<file path="src/rtl/fifo_level.sv">
// Synchronous show-ahead FIFO with binary pointers, registered level, threshold flags and flush.
// Optional sticky overflow/underflow flags are built only when FIFO_LEVEL_ERR_EN is defined.
module fifo_level #(
    parameter int DP        = 8,
    parameter int DW        = 32,
    parameter bit CUT_READY = 1'b0,
    parameter int AF_THR    = DP - 1,
    parameter int AE_THR    = 1,
    parameter int LW        = $clog2(DP + 1)
) (
    input  logic          clk,
    input  logic          rst,
    input  logic          flush,
    input  logic          w_req,
    output logic          unfull,
    input  logic [DW-1:0] data_i,
    input  logic          r_req,
    output logic          unempty,
    output logic [DW-1:0] data_o,
    output logic [LW-1:0] level,
    output logic          almost_full,
    output logic          almost_empty,
    output logic          ovf_err,
    output logic          udf_err
);

    localparam int PW = (DP > 1) ? $clog2(DP) : 1;

    logic [PW-1:0] rptr_q, rptr_d;
    logic [PW-1:0] wptr_q, wptr_d;
    logic [LW-1:0] level_q, level_d;
    logic [DW-1:0] mem_q [DP];
    logic          full;
    logic          wen;
    logic          ren;

    // Explicit wrap so non-power-of-two depths never index past DP-1.
    function automatic logic [PW-1:0] ptr_inc(input logic [PW-1:0] p);
        return (p == PW'(DP - 1)) ? '0 : p + PW'(1);
    endfunction

    assign full         = (level_q == LW'(DP));
    assign unempty      = (level_q != '0);
    assign ren          = r_req & unempty & ~flush;
    assign unfull       = CUT_READY ? ~full : (~full | ren);
    assign wen          = w_req & unfull & ~flush;
    assign level        = level_q;
    assign almost_full  = (level_q >= LW'(AF_THR));
    assign almost_empty = (level_q <= LW'(AE_THR));
    assign data_o       = mem_q[rptr_q];

    always_comb begin
        rptr_d  = rptr_q;
        wptr_d  = wptr_q;
        level_d = level_q;
        if (flush) begin
            rptr_d  = '0;
            wptr_d  = '0;
            level_d = '0;
        end else begin
            if (wen) wptr_d = ptr_inc(wptr_q);
            if (ren) rptr_d = ptr_inc(rptr_q);
            if (wen && !ren) begin
                level_d = level_q + LW'(1);
            end else if (ren && !wen) begin
                level_d = level_q - LW'(1);
            end
        end
    end

    always_ff @(posedge clk or posedge rst) begin
        if (rst) begin
            rptr_q  <= '0;
            wptr_q  <= '0;
            level_q <= '0;
        end else begin
            rptr_q  <= rptr_d;
            wptr_q  <= wptr_d;
            level_q <= level_d;
        end
    end

    // Storage is not reset; entries are only observable through the counted level.
    always_ff @(posedge clk) begin
        if (wen) mem_q[wptr_q] <= data_i;
    end

`ifdef FIFO_LEVEL_ERR_EN
    logic ovf_q, ovf_d;
    logic udf_q, udf_d;

    always_comb begin
        ovf_d = ovf_q;
        udf_d = udf_q;
        if (flush) begin
            ovf_d = 1'b0;
            udf_d = 1'b0;
        end else begin
            if (w_req && !unfull)  ovf_d = 1'b1;
            if (r_req && !unempty) udf_d = 1'b1;
        end
    end

    always_ff @(posedge clk or posedge rst) begin
        if (rst) begin
            ovf_q <= 1'b0;
            udf_q <= 1'b0;
        end else begin
            ovf_q <= ovf_d;
            udf_q <= udf_d;
        end
    end

    assign ovf_err = ovf_q;
    assign udf_err = udf_q;
`else
    assign ovf_err = 1'b0;
    assign udf_err = 1'b0;
`endif

endmodule

</file>
<file path="config.mk">
export PLATFORM = sky130hd
export DESIGN_NAME = fifo_level
export DESIGN_NICKNAME = d
export VERILOG_FILES = /design/src/rtl/fifo_level.sv
export SDC_FILE = /design/constraint.sdc
export NUM_CORES = 1
export LEC_CHECK = 0
export ABC_AREA = 1
export BUFFER_PORTS_ARGS = -buffer_cell sky130_fd_sc_hd__buf_4
export CORE_MARGIN = 3
export CORE_UTILIZATION = 45
export CTS_BUF_LIST = sky130_fd_sc_hd__clkbuf_16
export CTS_CLUSTER_SIZE = 16
export DETAILED_ROUTE_END_ITERATION = 10
export HOLD_SLACK_MARGIN = 0.12
export PLACE_DENSITY_LB_ADDON = 0.3
export RECOVER_POWER = 25
export SLEW_MARGIN = 0
export SYNTH_ARGS = -nofsm -noshare
export SYNTH_HDL_FRONTEND = slang
export SYNTH_SLANG_ARGS = --single-unit
</file>
<file path="constraint.sdc">
create_clock -name clk -period 3.45 [get_ports clk]
set_clock_uncertainty 0.1 [all_clocks]
set_input_delay 0.69 -clock clk [delete_from_list [all_inputs] [get_ports clk]]
set_output_delay 0.69 -clock clk [all_outputs]
set_load 0.03 [all_outputs]
</file>
==> results of run 1 <==
-- power by group through the flow --
| stage | logic [mW] | registers, mW | clock network (mW) |
|---|---|---|---|
| global placement | 2.22 | 3.85 | 0 |
| detailed placement | 2.24 | 3.85 | 0 |
| global route | 2.42 | 3.80 | 2.74 |
| finish | 2.21 | 3.78 | 2.57 |
| floorplan | 1.50 | 3.83 | 0 |
| CTS | 2.25 | 3.78 | 2.61 |
-- synthesized netlist by cell type (all sizes together) --
master  number  area [um^2]
o21ai      135        675.7
edfxtp     256         7687
xnor2        1        8.760
buf         33        211.5
dfrtp       10        250.2
xor2         2        17.52
o32ai        1        8.760
o211ai       1        12.51
a31oi       32        200.2
o21a         1        7.510
conb         1        3.750
ha           8        100.1
nand3       12        60.06
nor2       171        649.4
clkbuf      19        72.56
nand2      126        488.0
a21oi       34        185.2
inv         21        78.82
nand4        3        33.78
-- metal layers --
metal | vias up | track usage [%]
li1 | 3224 | -
met1 | 3241 | 23.58
met2 | 149 | 29.29
met3 | 35 | 2.631
met4 | 0 | 4.221
met5 | - | 0
-- worst max-delay path, delay by kind of cell, from the launching register on --
kind                   cells  cell delay (ns)
AO/OA/AOI/OAI              4             0.61
buffers and inverters      2             0.54
flip-flops                 1             0.64
-- how the worst min path moves through the flow --
| stage | from | to | depth (start not counted) |
|---|---|---|---|
| after floorplan | rst | level[0] | 1 |
| after global placement | level[0] | level[0] | 2 |
| after detailed placement | wptr_q[1] | wptr_q[1] | 2 |
| after CTS | data_i[20] | mem_q[1][20] | 1 |
| after global routing | data_i[9] | mem_q[6][9] | 1 |
| final | data_i[31] | mem_q[3][31] | 1 |
-- logic make-up after synthesis --
logic type	after synthesis	synth area share [%]
simple gates	312	11.45
flops	266	73.83
compound gates	204	10.14
buf+inv	73	3.375
fa+ha+maj	8	0.9310
xor+xnor	3	0.2444
other cells	1	0.03488
-- flip-flops by register name (all words and copies together) (netlist names) --
register,count
wptr_q,3
mem_q,256
level,4
rptr_q,3
-- cell type report --
cell class	instances	area [um^2]
clock buffers	26	650.6
clock inverters	20	125.1
fillers	1931	10610
inverters	21	80.08
multi-input cells	529	2515
flip-flops and latches	266	7943
well taps	313	391.6
repair buffers	100	740.7
-- through the flow --
stage	instances	utilization (%)
5_1_grt	1275	53.99
4_1_cts	1275	54.31
3_3_place_gp	1228	50.90
3_5_place_dp	1228	50.90
6_report	1275	53.99
2_1_floorplan	868	-
==> flow_summary.yaml, run 1 <==
cells_and_area:
  drive_above_1_share_pct: 14.14
  final_cell_area_mm2: 0.01245
  fin_nets: 989
  final_cell_mix: "256 x edfxtp_1, 162 x nor2_1, 122 x nand2_1"
  final_common_cell: "edfxtp_1"
  syn2layout_area_growth_pct: 15.76
  diodes: 0
floorplanning:
  die_w_um: 160.6
  start_util_pct: 46.64
  dieArea_mm2: 0.02578
  rows: 55
  die_h_um: 160.6
  ioPinCount: 79
  fp.coreArea_mm2: 0.02305
clock_network:
  cts.sinks: 266
  clk-insertion-delay-late_ns: 0.51
  path_clk_slew_ns: 0.06
  cts_setup_buffers: 0
  cts_buffers: 26
  ctsHoldBuffers: 1
  cts_tree: "done"
  cts_root_buffer: "clkbuf_16"
  clock_path_buffers: 3
  cts_resized: 0
  htreeDepth: 1
synthesis:
  netlist_instances: 867
  ys_ff_latch: 266
  synth_seq_area_share_pct: 73.83
  synth_cell_types: 31
  synth.avg_cell_area_um2: 12.40
  syn-cell-area_mm2: 0.01075
  yosysWarningCount: 0
min_path:
  min_path_type: "primary input to flip-flop"
global_routing:
  grt_pass1_wl_um: 35850
  grt_antenna_before_repair: 0
  grt_pass1_vias: 6650
  grt_start_max_net_pins: 68
  grt_usage_pct: 17.25
  grt_overflow: 0
timing:
  fin_crit_sh_pct: 90.80
  fmax_mhz: 319.2
  slew_headroom_pct: 56.76
  worstMarginPinSlew_ns: 0.6479
  hold_viol: 0
  layout_setup_ws_ns: 0.3173
  min_period_ns: 3.133
  slew_viol_final: 0
  rsz0062_at_grt: "false"
  setup_viol: 0
  setup-tns-final_ns: 0
  whs_ns: 0.3089
setup_path:
  r2r_start: "level[0]"
  start_kind: "flip-flop"
  rr_endpoint: "mem_q[5][8]"
  path_max_fanout: 67
  criticalPathCategory: "flip-flop to primary output"
  cp_cell_sequence: "buf_12 -> o21ai_0 -> o21ai_0 -> a21oi_1 -> a31oi_1 -> buf_4"
  cp-startpoint: "rptr_q[0]"
  rr_worst_depth: 10
  crit_required_ns: 2.66
  crit_arrival_ns: 2.34
  r2r_setup_slack_ns: 0.76
  end_kind: "primary output"
  critPathSlowestCell: "dfrtp_4"
  crit_end: "data_o[19]"
  slowest_delay_ns: 0.64
  path_common_cell: "o21ai_0"
power:
  p_int_mw: 5.840
  p_sw_share_pct: 31.75
  report.power.total_mw: 8.557
  ir_worst_vdd_uv: 459.0
  power_density_mw_per_mm2: 687.6
  p_sw_mw: 2.717
  clockPowerShare_pct: 30.0
  p_leak_nw: 4.387
  p_comb_share_pct: 25.8
  seqPwrFrac_pct: 44.2
placed_design:
  place.gp.congestion: 0.7568
  hpwlAfterDp_um: 13040
  postPlaceCellArea_mm2: 0.01174
  place_ws_ns: 0.7312
  io_buffers: 76
drt:
  met2_length_um: 10880
  wl_met1_um: 10200
  drc: 0
  dr.first_iter.drc_count: 512
  ant_nets: 0
  firstDrtPassIters: 4
  topRoutingLayerUsed: "met4"
  via_per_inst: 5.215
  route.vias.total: 6649
  wl_per_cell_um: 17.64
  wl_met3_um: 971
  wl_um: 22490
job:
  drv_cap: 0
run_status:
  status: "complete, no violations"
(Power assumes the default switching activity.)
==> inputs of run 2 (changes only) <==
--- a/config.mk
+++ b/config.mk
@@ -7,7 +7,7 @@
 export LEC_CHECK = 0
 export ABC_AREA = 1
 export BUFFER_PORTS_ARGS = -buffer_cell sky130_fd_sc_hd__buf_4
-export CORE_MARGIN = 3
+export CORE_MARGIN = 5
 export CORE_UTILIZATION = 45
 export CTS_BUF_LIST = sky130_fd_sc_hd__clkbuf_16
 export CTS_CLUSTER_SIZE = 16
==> run 2 against run 1 <==
- utilization decreased by 0.48 points
- die area up 5.0%
- via count grew 0.96%
- worst hold slack gained 0.00051 ns
- sequential power about the same
- largest cell class unchanged
- largest power group unchanged
==> flow_summary.yaml, run 2 (synthesis gave the netlist of run 1 again) <==
power:
  p_leak_nw: 4.408
  seqPwrFrac_pct: 42.8
  p_comb_share_pct: 25.4
  clockPowerShare_pct: 31.8
  ir_worst_vdd_uv: 490.0
  p_int_mw: 6.039
  p_sw_share_pct: 31.27
  p_sw_mw: 2.748
  power_density_mw_per_mm2: 699.7
job:
  drv_cap: 0
floorplanning:
  start_util_pct: 45.80
  die_h_um: 164.6
  ioPinCount: 79
  dieArea_mm2: 0.02708
  fp.coreArea_mm2: 0.02347
  rows: 56
  die_w_um: 164.6
clock_network:
  path_clk_slew_ns: 0.06
  cts_setup_buffers: 0
  cts.sinks: 266
  clk-insertion-delay-late_ns: 0.52
  cts_buffers: 27
  clock_path_buffers: 3
  htreeDepth: 1
  cts_tree: "done"
  cts_root_buffer: "clkbuf_16"
setup_path:
  end_kind: "primary output"
  crit_arrival_ns: 2.37
  rr_worst_depth: 10
  criticalPathCategory: "flip-flop to primary output"
  critPathSlowestCell: "dfrtp_4"
  cp_cell_sequence: "buf_12 -> o21ai_0 -> o21ai_0 -> a21oi_1 -> a31oi_1 -> buf_4"
  r2r_setup_slack_ns: 0.91
  path_max_fanout: 131
  r2r_start: "level[0]"
  crit_required_ns: 2.66
  slowest_delay_ns: 0.44
  rr_endpoint: "mem_q[2][29]"
  start_kind: "flip-flop"
  path_delay_family: "compound AO/OA/AOI/OAI gates"
  critPathBufInv: 2
  path_common_cell: "o21ai_0"
cells_and_area:
  diodes: 0
  nFillCells: 1955
  syn2layout_area_growth_pct: 16.80
  utilization_pct: 53.50
  final_common_cell: "edfxtp_1"
  final_cell_count_no_fill: 1285
  final_cell_mix: "256 x edfxtp_1, 162 x nor2_1, 122 x nand2_1"
  fin_nets: 991
  regMostFlops: "mem_q"
  largest_reg_flops: 256
  drive_above_1_share_pct: 14.29
timing:
  whs_ns: 0.3094
  min_period_ns: 3.161
  rsz0062_at_grt: "false"
  setup_viol: 0
  slew_viol_final: 0
  setup-tns-final_ns: 0
  worstMarginPinSlew_ns: 0.6146
  fmax_mhz: 316.3
  layout_setup_ws_ns: 0.2888
  fin_crit_sh_pct: 91.63
  hold_viol: 0
  slew_headroom_pct: 59.03
global_routing:
  grt_antenna_before_repair: 0
  grt_usage_pct: 17.19
  grt_pass1_wl_um: 36420
  grt_overflow: 0
  grt_pass1_vias: 6541
  grt_start_max_net_pins: 132
min_path:
  hold_end: "mem_q[2][23]"
  min_path_type: "primary input to flip-flop"
  holdPathStages: 1
  hp-start: "data_i[23]"
drt:
  wl_um: 23290
  dr.first_iter.drc_count: 591
  ant_nets: 0
  firstDrtPassIters: 5
  via_per_inst: 5.224
  drc: 0
  route.vias.total: 6713
  wl_per_cell_um: 18.12
placed_design:
  hpwlAfterDp_um: 13140
  io_buffers: 76
  dp_cells: 1235
  place.gp.congestion: 0.7830
  place_ws_ns: 0.8285
run_status:
  status: "complete, no violations"
## run 2: final cells by class
cell class              count  area [um^2]  area share [%]
clock buffers              27        675.6           5.380
clock inverters            22        180.2           1.435
inverters                  21        80.08          0.6376
multi-input cells         529         2515           20.03
flip-flops and latches    266         7943           63.25
well taps                 319        399.1           3.178
repair buffers            101        765.7           6.097
## run 2: how the worst max path moves through the flow
stage / from / end / slack, ns / cells past startpoint
floorplan: level[0] / mem_q[0][0] / -0.08 / 9
global placement: rptr_q[0] / data_o[30] / 0.85 / 7
detailed placement: rptr_q[0] / data_o[30] / 0.83 / 7
CTS: rptr_q[0] / data_o[30] / 0.26 / 7
global route: rptr_q[0] / data_o[13] / 0.13 / 6
finish: rptr_q[0] / data_o[13] / 0.29 / 6
## run 2: metal layers
metal  wire length (um)  vias up  track usage [%]  share of wire, %
li1                   -     3238                -                 -
met4                339        0            3.478               1.5
met1              10230     3297            23.66                44
met5                  0        -                0                 0
met2              11510      154            29.30                49
met3               1219       24            2.720               5.2
## run 2: what timing repair did
item	CTS	global route
resized for setup	0	0
hold buffers	1	0
setup endpoints to repair	0	0
endpoints found under the hold margin	10	0
## run 2: power by group through the flow
| stage | logic, mW | registers (mW) | clock network, mW |
|---|---|---|---|
| final | 2.23 | 3.76 | 2.79 |
| after detailed placement | 2.27 | 3.83 | 0 |
| after floorplan | 1.50 | 3.83 | 0 |
| after global routing | 2.44 | 3.78 | 2.99 |
| after global placement | 2.25 | 3.83 | 0 |
| after CTS | 2.27 | 3.76 | 2.84 |
## run 2: through the flow
stage / total power, mW / cell area, um^2
6_report: 8.787 / 12560
5_1_grt: 9.200 / 12560
4_1_cts: 8.878 / 12640
3_5_place_dp: 6.096 / 11780
3_3_place_gp: 6.078 / 11780
2_1_floorplan: 5.337 / 10760
## run 2: worst register-to-register path: cells and delay by family (launching register included)
kind / cells / cell delay [ns]
adders and majority gates: 1 / 0.27
and+or+nand+nor: 4 / 0.74
buffers and inverters: 4 / 0.59
AOI/OAI and AO/OA: 1 / 0.12
DFF: 1 / 0.43
